--- config.mk ---
export PLATFORM = sky130hd
export DESIGN_NAME = bcd_sub_4d_seq
export DESIGN_NICKNAME = d
export VERILOG_FILES = /design/src/rtl/bcd_sub_4d_seq.sv
export SDC_FILE = /design/constraint.sdc
export NUM_CORES = 1
export LEC_CHECK = 0
export BUFFER_PORTS_ARGS = -buffer_cell sky130_fd_sc_hd__buf_4
export CORE_MARGIN = 5
export CORE_UTILIZATION = 52
export DETAILED_ROUTE_END_ITERATION = 12
export HOLD_SLACK_MARGIN = 0.12
export PLACE_DENSITY_LB_ADDON = 0.2
export SLEW_MARGIN = 40
export SYNTH_ARGS = -nofsm -noshare
export SYNTH_HDL_FRONTEND = slang
export SYNTH_SLANG_ARGS = --single-unit
export TNS_END_PERCENT = 30
--- constraint.sdc ---
create_clock -name clk -period 3.9 [get_ports clk]
set_input_delay 0.39 -clock clk [delete_from_list [all_inputs] [get_ports clk]]
set_output_delay 0.39 -clock clk [all_outputs]
set_load 0.02 [all_outputs]
--- src/rtl/bcd_sub_4d_seq.sv ---
// Digit-serial 4-digit BCD subtractor producing |A - B| plus a sign flag.
// Negative raw differences get a second serial pass to form 10000 - R.
module bcd_sub_4d_seq (
  input  logic       clk,
  input  logic       rst,
  input  logic       start,
  input  logic [3:0] A3,
  input  logic [3:0] A2,
  input  logic [3:0] A1,
  input  logic [3:0] A0,
  input  logic [3:0] B3,
  input  logic [3:0] B2,
  input  logic [3:0] B1,
  input  logic [3:0] B0,
  output logic       busy,
  output logic       done,
  output logic [3:0] D3,
  output logic [3:0] D2,
  output logic [3:0] D1,
  output logic [3:0] D0,
  output logic       NEG,
  output logic       ERR
);

  typedef enum logic [1:0] {
    S_IDLE = 2'd0,
    S_SUB  = 2'd1,
    S_NEG  = 2'd2,
    S_DONE = 2'd3
  } state_t;

  state_t state_reg, state_next;

  logic [3:0][3:0] a_in, b_in;
  logic [3:0][3:0] a_reg, a_next;
  logic [3:0][3:0] b_reg, b_next;
  logic [3:0][3:0] r_reg, r_next;
  logic [3:0][3:0] d_reg, d_next;
  logic [1:0]      idx_reg, idx_next;
  logic            borrow_reg, borrow_next;
  logic            neg_reg, neg_next;
  logic            err_reg, err_next;

  logic [3:0] digit_bad;
  logic       in_bad;

  assign a_in = {A3, A2, A1, A0};
  assign b_in = {B3, B2, B1, B0};

  genvar gi;
  generate
    for (gi = 0; gi < 4; gi++) begin : g_chk
      assign digit_bad[gi] = (a_in[gi] > 4'd9) || (b_in[gi] > 4'd9);
    end
  endgenerate
  assign in_bad = |digit_bad;

  // Shared digit step: SUB uses A/B digits, NEG subtracts the raw result from 0.
  logic [3:0] step_x, step_y, step_digit;
  logic [4:0] step_t;
  logic       step_borrow;

  always_comb begin
    step_x      = (state_reg == S_SUB) ? a_reg[idx_reg] : 4'd0;
    step_y      = (state_reg == S_SUB) ? b_reg[idx_reg] : r_reg[idx_reg];
    step_t      = {1'b0, step_x} - {1'b0, step_y} - {4'd0, borrow_reg};
    step_borrow = step_t[4];
    step_digit  = step_t[4] ? (step_t[3:0] + 4'd10) : step_t[3:0];
  end

  always_ff @(posedge clk or posedge rst) begin
    if (rst) begin
      state_reg  <= S_IDLE;
      a_reg      <= '0;
      b_reg      <= '0;
      r_reg      <= '0;
      d_reg      <= '0;
      idx_reg    <= 2'd0;
      borrow_reg <= 1'b0;
      neg_reg    <= 1'b0;
      err_reg    <= 1'b0;
    end else begin
      state_reg  <= state_next;
      a_reg      <= a_next;
      b_reg      <= b_next;
      r_reg      <= r_next;
      d_reg      <= d_next;
      idx_reg    <= idx_next;
      borrow_reg <= borrow_next;
      neg_reg    <= neg_next;
      err_reg    <= err_next;
    end
  end

  always_comb begin
    state_next  = state_reg;
    a_next      = a_reg;
    b_next      = b_reg;
    r_next      = r_reg;
    d_next      = d_reg;
    idx_next    = idx_reg;
    borrow_next = borrow_reg;
    neg_next    = neg_reg;
    err_next    = err_reg;
    case (state_reg)
      S_IDLE, S_DONE: begin
        if (start) begin
          a_next = a_in;
          b_next = b_in;
          if (in_bad) begin
            state_next = S_DONE;
            d_next     = '0;
            neg_next   = 1'b0;
            err_next   = 1'b1;
          end else begin
            state_next  = S_SUB;
            idx_next    = 2'd0;
            borrow_next = 1'b0;
          end
        end else begin
          state_next = S_IDLE;
        end
      end
      S_SUB: begin
        r_next[idx_reg] = step_digit;
        idx_next        = idx_reg + 2'd1;
        borrow_next     = step_borrow;
        if (idx_reg == 2'd3) begin
          if (step_borrow) begin
            // A < B: r holds 10000 + A - B; restart the digit walk for the magnitude.
            state_next  = S_NEG;
            borrow_next = 1'b0;
          end else begin
            state_next = S_DONE;
            d_next     = r_next;
            neg_next   = 1'b0;
            err_next   = 1'b0;
          end
        end
      end
      S_NEG: begin
        r_next[idx_reg] = step_digit;
        idx_next        = idx_reg + 2'd1;
        borrow_next     = step_borrow;
        if (idx_reg == 2'd3) begin
          state_next = S_DONE;
          d_next     = r_next;
          neg_next   = 1'b1;
          err_next   = 1'b0;
        end
      end
      default: state_next = S_IDLE;
    endcase
  end

  always_comb begin
    busy = (state_reg == S_SUB) || (state_reg == S_NEG);
    done = (state_reg == S_DONE);
  end

  assign D3  = d_reg[3];
  assign D2  = d_reg[2];
  assign D1  = d_reg[1];
  assign D0  = d_reg[0];
  assign NEG = neg_reg;
  assign ERR = err_reg;

endmodule

==> results.py, run 1 <==
metrics = {
    "sta": {
        "rsz0062_at_grt": "false",
        "finalCriticalPeriod_ns": 3.691,
        "slew_viol_final": 0,
        "fin_crit_sh_pct": 94.64,
        "whs_ns": 0.1244,
        "final.setup.tns_ns": 0,
        "finalSetupViolations": 0,
        "fin_worst_skew_ns": 0.008590,
        "slew_headroom_pct": 45.44,
        "setup_ws_ns": 0.2089,
        "worst_pin_slew_ns": 0.8078,
        "fmax_mhz": 270.9,
        "finalHoldViolations": 0,
    },
    "finish": {
        "layout-drive-gt1-share_pct": 40.63,
        "final-seq-area_um2": 1778,
        "n_antenna_cell": 0,
        "final_cell_count_no_fill": 478,
        "multiInputGateArea_um2": 1893,
        "fillerInstances": 592,
        "area_delta_synth_final_pct": 20.03,
        "nets": 423,
    },
    "synth": {
        "yosysSeqAreaShare_pct": 46.48,
        "yosysTopAreaCell": "dfrtp_1",
        "synth-seq-cells": 71,
        "synth_nets": 365,
        "netlist.area_leader.share_pct": 46.48,
        "ys_warn_count": 0,
        "synth_edf_count": 0,
        "yosysUniqueCellTypes": 53,
        "yosysMostFrequentCell": "dfrtp_1",
        "synth_async_sr_flop_share_pct": 100.0,
        "syn-cell-area_um2": 3822,
        "synth_flop_cell": "dfrtp_1",
        "syn_inst": 316,
        "syn_avg_cell_area_um2": 12.10,
        "synth_area_leaders": "dfrtp_1 (46%), mux2_2 (13%), mux4_2 (6.5%)",
        "synth_common_cells": "dfrtp_1 (71), mux2_2 (43), nand2_1 (30), o21ai_0 (24), inv_1 (21)",
    },
    "setup_path": {
        "critical_path.slowest_cell": "mux4_2",
        "cp_cell_sequence": "mux4_2 -> mux2_2 -> fa_1 -> inv_2 -> fa_2 -> nor2b_1 -> or2_4 -> ha_4 -> nor3b_1 -> a221oi_1 -> o221a_2 -> a211oi_1 -> mux2_2",
        "cp-end-kind": "register",
        "arrival_ns": 3.93,
        "cp.required_ns": 4.14,
        "worst-setup-path-type": "reg -> reg",
        "startpoint_type": "register",
        "worstPathMaxFanout": 7,
        "cp_common_cell": "mux2_2",
        "worst_path_largest_cell_delay_ns": 0.52,
    },
    "floorplanning": {
        "start_util_pct": 52.98,
        "dieArea_um2": 9165,
        "core_area_um2": 7214,
        "die_h_um": 95.74,
        "num_rows": 31,
        "dieWidth_um": 95.74,
        "io_pins": 55,
    },
    "global_route": {
        "antenna_found_initial": 0,
        "grt_pass1_wl_um": 14120,
        "grt_util_all_layers_pct": 20.65,
        "grt_max_degree": 43,
        "use_met2_pct": 34.39,
        "use_met1_pct": 26.03,
        "overflow": 0,
        "busiest_layer": "met2",
        "grtUsageMet3_pct": 3.518,
        "grt_pass1_vias": 2860,
    },
    "routing": {
        "wl_per_cell_um": 18.19,
        "num_vias": 2692,
        "viasPerCell": 5.632,
        "wirelength_um": 8693,
        "drc": 0,
        "dr.pass1.iters": 4,
        "antenna_left": 0,
        "first_iter_violations": 107,
    },
    "clock_network": {
        "clockRootBuffer": "clkbuf_8",
        "clk_latency_ns": 0.35,
        "cts.path.max_buffers": 2,
        "cts_tree": "yes",
        "cts_num_sinks": 71,
        "cts_buffers": 9,
        "cts_max_level": 3,
        "cts.clk_slew.worst_paths_ns": 0.07,
    },
    "placement": {
        "placed_cells": 461,
        "port_buffers": 54,
        "dp_worst_setup_slack_ns": -0.01198,
        "place_hpwl_um": 6568,
        "gp_congestion": 0.8845,
    },
    "min_path": {
        "hold_class": "in -> async",
    },
    "flow_run": {
        "cap_violations": 0,
    },
    "status": {
        "status": "finished clean",
    },
}
-- area by class of cell --
| type | count | area share (%) |
|---|---|---|
| multi-input combinational | 207 | 41.26 |
| sequential | 71 | 38.75 |
| timing repair buffer | 64 | 11.02 |
| clock buffer | 13 | 3.681 |
| tap | 99 | 2.700 |
| inverter | 21 | 1.718 |
| clock inverter | 3 | 0.8726 |
-- cell families after synthesis --
family | synth area share [%]
flops | 46.48
buf+inv | 4.452
mux | 22.03
compound gates | 12.67
fa+ha+maj | 4.975
xor+xnor | 1.342
simple gates | 8.053
-- cell usage in the layout, fill, tap and decap left out, drive strengths merged, types with 2 or more instances in the layout --
| cell type | netlist | layout |
|---|---|---|
| dfrtp | 71 | 71 |
| a21oi | 6 | 6 |
| mux2i | 8 | 8 |
| o41ai | 2 | 2 |
| nor3b | 4 | 4 |
| nor2 | 13 | 13 |
| o32ai | 5 | 5 |
| mux4 | 11 | 11 |
| ha | 12 | 12 |
| nand2b | 2 | 2 |
| clkbuf | 5 | 13 |
| o21ai | 24 | 24 |
| nor3 | 2 | 2 |
| inv | 21 | 21 |
| a211oi | 8 | 8 |
| buf | 12 | 64 |
| nor2b | 3 | 3 |
| o221ai | 2 | 2 |
| clkinv | 0 | 2 |
| fa | 2 | 2 |
| o22ai | 4 | 4 |
| a211o | 2 | 2 |
| mux2 | 45 | 45 |
| nand2 | 30 | 30 |
| xnor2 | 4 | 4 |
-- per-stage QoR --
stage | area (um^2) | utilization (%)
finish | 4588 | 63.60
global route | 4588 | 63.60
CTS | 4563 | 63.25
detailed placement | 4353 | 60.34
global placement | 4353 | 60.34
floorplan | 3831 | -
-- path summary, 6_finish.rpt --
check	start	endpoint	slack, ns	cells after the start
max	idx_reg[0]	D2[2]	0.21	13
min	rst	D2[3]	0.12	2
max reg2reg	idx_reg[0]	D2[2]	0.21	13
min reg2reg	D0[0]	D0[0]	0.51	1
max in group asynchronous	rst	idx_reg[0]	2.76	3
min in group clk	A3[0]	a_reg[12]	0.26	2
-- repair_timing --
| item | in CTS | in global routing |
|---|---|---|
| pin swaps | 0 | 2 |
| gates resized for setup | 1 | 4 |
| hold buffers | 0 | 0 |
| endpoints found under the setup margin | 4 | 8 |
| setup buffers | 0 | 1 |
-- worst max-delay path: cells and delay by family, from the launching register on --
kind / cells / cell delay (ns)
buffers and inverters: 1 / 0.08
and+or+nand+nor: 3 / 0.46
muxes: 3 / 1.10
AOI/OAI and AO/OA: 3 / 0.65
DFF: 1 / 0.44
adders and majority gates: 3 / 0.86
-- metal layers --
| metal | vias up | part of all wire (%) |
|---|---|---|
| met5 | - | 0 |
| met4 | 0 | 2.6 |
| met3 | 20 | 4.9 |
| met2 | 72 | 49 |
| met1 | 1343 | 43 |
| li1 | 1257 | - |
Power of run 1 is left out: the tool's default activity adds up to more than one toggle a clock period on the data nets, which glitch-free logic cannot reach.
==> run 2, diff against run 1 <==
--- a/config.mk
+++ b/config.mk
@@ -5,9 +5,10 @@
 export SDC_FILE = /design/constraint.sdc
 export NUM_CORES = 1
 export LEC_CHECK = 0
+export ABC_AREA = 1
 export BUFFER_PORTS_ARGS = -buffer_cell sky130_fd_sc_hd__buf_4
 export CORE_MARGIN = 5
-export CORE_UTILIZATION = 52
+export CORE_UTILIZATION = 51
 export DETAILED_ROUTE_END_ITERATION = 12
 export HOLD_SLACK_MARGIN = 0.12
 export PLACE_DENSITY_LB_ADDON = 0.2
==> results.py, run 2 <==
metrics = {
    "status": {
        "status": "finished clean",
    },
    "floorplanning": {
        "core_area_um2": 7176,
        "io_pins": 55,
        "dieWidth_um": 95.16,
        "die_h_um": 95.16,
        "num_rows": 31,
        "dieArea_um2": 9055,
        "start_util_pct": 51.54,
    },
    "sta": {
        "fin_crit_sh_pct": 84.65,
        "slew_viol_final": 0,
        "finalCriticalPeriod_ns": 3.302,
        "fmax_mhz": 302.9,
        "slew_headroom_pct": 57.13,
        "final.setup.tns_ns": 0,
        "finalHoldViolations": 0,
        "rsz0062_at_grt": "false",
        "worst_pin_slew_ns": 0.6423,
        "finalSetupViolations": 0,
        "fin_worst_skew_ns": 0.006078,
    },
    "routing": {
        "num_vias": 3051,
        "dr.pass1.iters": 4,
        "first_iter_violations": 213,
        "wl_met2_um": 4154,
        "met3WireLength_um": 458,
        "antenna_left": 0,
        "wl_met1_um": 3745,
        "wl_per_cell_um": 14.75,
        "viasPerCell": 5.251,
        "wirelength_um": 8567,
        "drc": 0,
        "highest-signal-layer": "met4",
    },
    "finish": {
        "nets": 526,
        "n_antenna_cell": 0,
        "utilization_pct": 61.10,
        "final_common_cell": "dfrtp_1",
        "layout-drive-gt1-share_pct": 22.82,
        "area_delta_synth_final_pct": 18.54,
        "final_cell_mix": "dfrtp_1 (71), nand2_1 (70), buf_4 (59), o21ai_0 (58), inv_1 (51)",
    },
    "setup_path": {
        "startpoint_type": "register",
        "cp.buffers_inverters": 3,
        "crit_family": "simple AND/OR/NAND/NOR gates",
        "worst-setup-path-type": "reg -> reg",
        "critical_path.slowest_cell": "fa_1",
        "worst_path_largest_cell_delay_ns": 0.42,
        "cp.depth": 17,
        "cp_common_cell": "inv_1",
        "arrival_ns": 3.52,
        "cp-end-kind": "register",
        "worstPathMaxFanout": 32,
        "r2r_cells": 17,
        "cp_cell_sequence": "inv_1 -> o21ai_0 -> o22ai_1 -> nor2_1 -> a31oi_1 -> fa_1 -> inv_1 -> fa_1 -> inv_1 -> nand2_2 -> nand2_2 -> nand3_2 -> nand2_4 -> nor2_2 -> nand3b_4 -> nand2_1 -> o21ai_1",
        "cp.required_ns": 4.12,
    },
    "placement": {
        "port_buffers": 54,
        "gp_congestion": 0.8616,
        "place_hpwl_um": 6268,
    },
    "synth": {
        "yosysMostFrequentCell": "dfrtp_1",
        "syn-cell-area_um2": 3699,
        "synth_nets": 475,
        "yosysUniqueCellTypes": 29,
        "synth_edf_count": 0,
        "yosysTopAreaCell": "dfrtp_1",
        "ys_warn_count": 0,
        "synth_common_cells": "dfrtp_1 (71), nand2_1 (70), o21ai_0 (58), inv_1 (52), a21oi_1 (35)",
        "syn_avg_cell_area_um2": 8.682,
        "synth_area_leaders": "dfrtp_1 (48%), o21ai_0 (7.8%), nand2_1 (7.1%)",
        "synth_flop_cell": "dfrtp_1",
        "synth-seq-cells": 71,
        "syn_inst": 426,
        "synth_async_sr_flop_share_pct": 100.0,
        "yosysSeqAreaShare_pct": 48.04,
        "netlist.area_leader.share_pct": 48.04,
    },
    "clock_network": {
        "post-cts-setup-buffer-count": 0,
        "ctsResizeCount": 0,
        "cts_tree": "yes",
        "cts.path.max_buffers": 2,
        "clockRootBuffer": "clkbuf_8",
        "cts_num_sinks": 71,
        "cts_hold_buf": 0,
        "clk_latency_ns": 0.34,
        "cts.clk_slew.worst_paths_ns": 0.07,
        "cts_buffers": 9,
        "cts_max_level": 3,
    },
    "flow_run": {
        "cap_violations": 0,
    },
    "global_route": {
        "grt_pass1_vias": 3101,
        "grt_util_all_layers_pct": 21.13,
        "grt_pass1_wl_um": 14620,
        "overflow": 0,
        "grt_max_degree": 42,
        "antenna_found_initial": 0,
    },
    "min_path": {
        "hold_class": "in -> async",
    },
}
run 2: path summary, 6_finish.rpt:
check,start,endpoint,slack [ns]
max in group asynchronous,rst,a_reg[7],2.93
min reg2reg,D1[3],D1[3],0.48
max,idx_reg[1],D1[0],0.60
min in group clk,B3[0],b_reg[12],0.28
max reg2reg,idx_reg[1],D1[0],0.60
min,rst,D1[1],0.09
run 2: final cells by class:
type / count / area, um^2
clock buffers: 12 / 135.1
clock inverters: 4 / 70.07
fillers: 649 / 2791
inverters: 55 / 207.7
multi-input cells: 281 / 1628
flip-flops and latches: 71 / 1777
well taps: 99 / 123.9
repair buffers: 59 / 442.9
run 2: cells by family after synthesis:
logic type	after synthesis	synth area share [%]
buf+inv	74	7.950
xor+xnor	1	0.4399
compound gates	131	18.27
mux	16	4.871
flops	71	48.04
simple gates	119	15.29
fa+ha+maj	14	5.142
run 2: per-stage QoR:
stage / hold slack [ns] / setup slack (ns) / cell area [um^2] / std cells
3_5_place_dp: 0.4666 / 0.6235 / 4178 / 565
3_3_place_gp: 0.4646 / 0.6447 / 4178 / 565
6_report: 0.08814 / 0.5985 / 4384 / 581
4_1_cts: 0.1843 / 0.6052 / 4383 / 581
5_1_grt: 0.1401 / 0.2274 / 4384 / 581
2_1_floorplan: 0.4478 / 0.9330 / 3699 / 426
run 2: metal layers:
layer / vias to the layer above / track usage, %
li1: 1510 / -
met4: 0 / 10.82
met2: 106 / 35.04
met1: 1414 / 26.55
met5: - / 0
met3: 21 / 3.473
Power of run 2 is left out for the same reason.
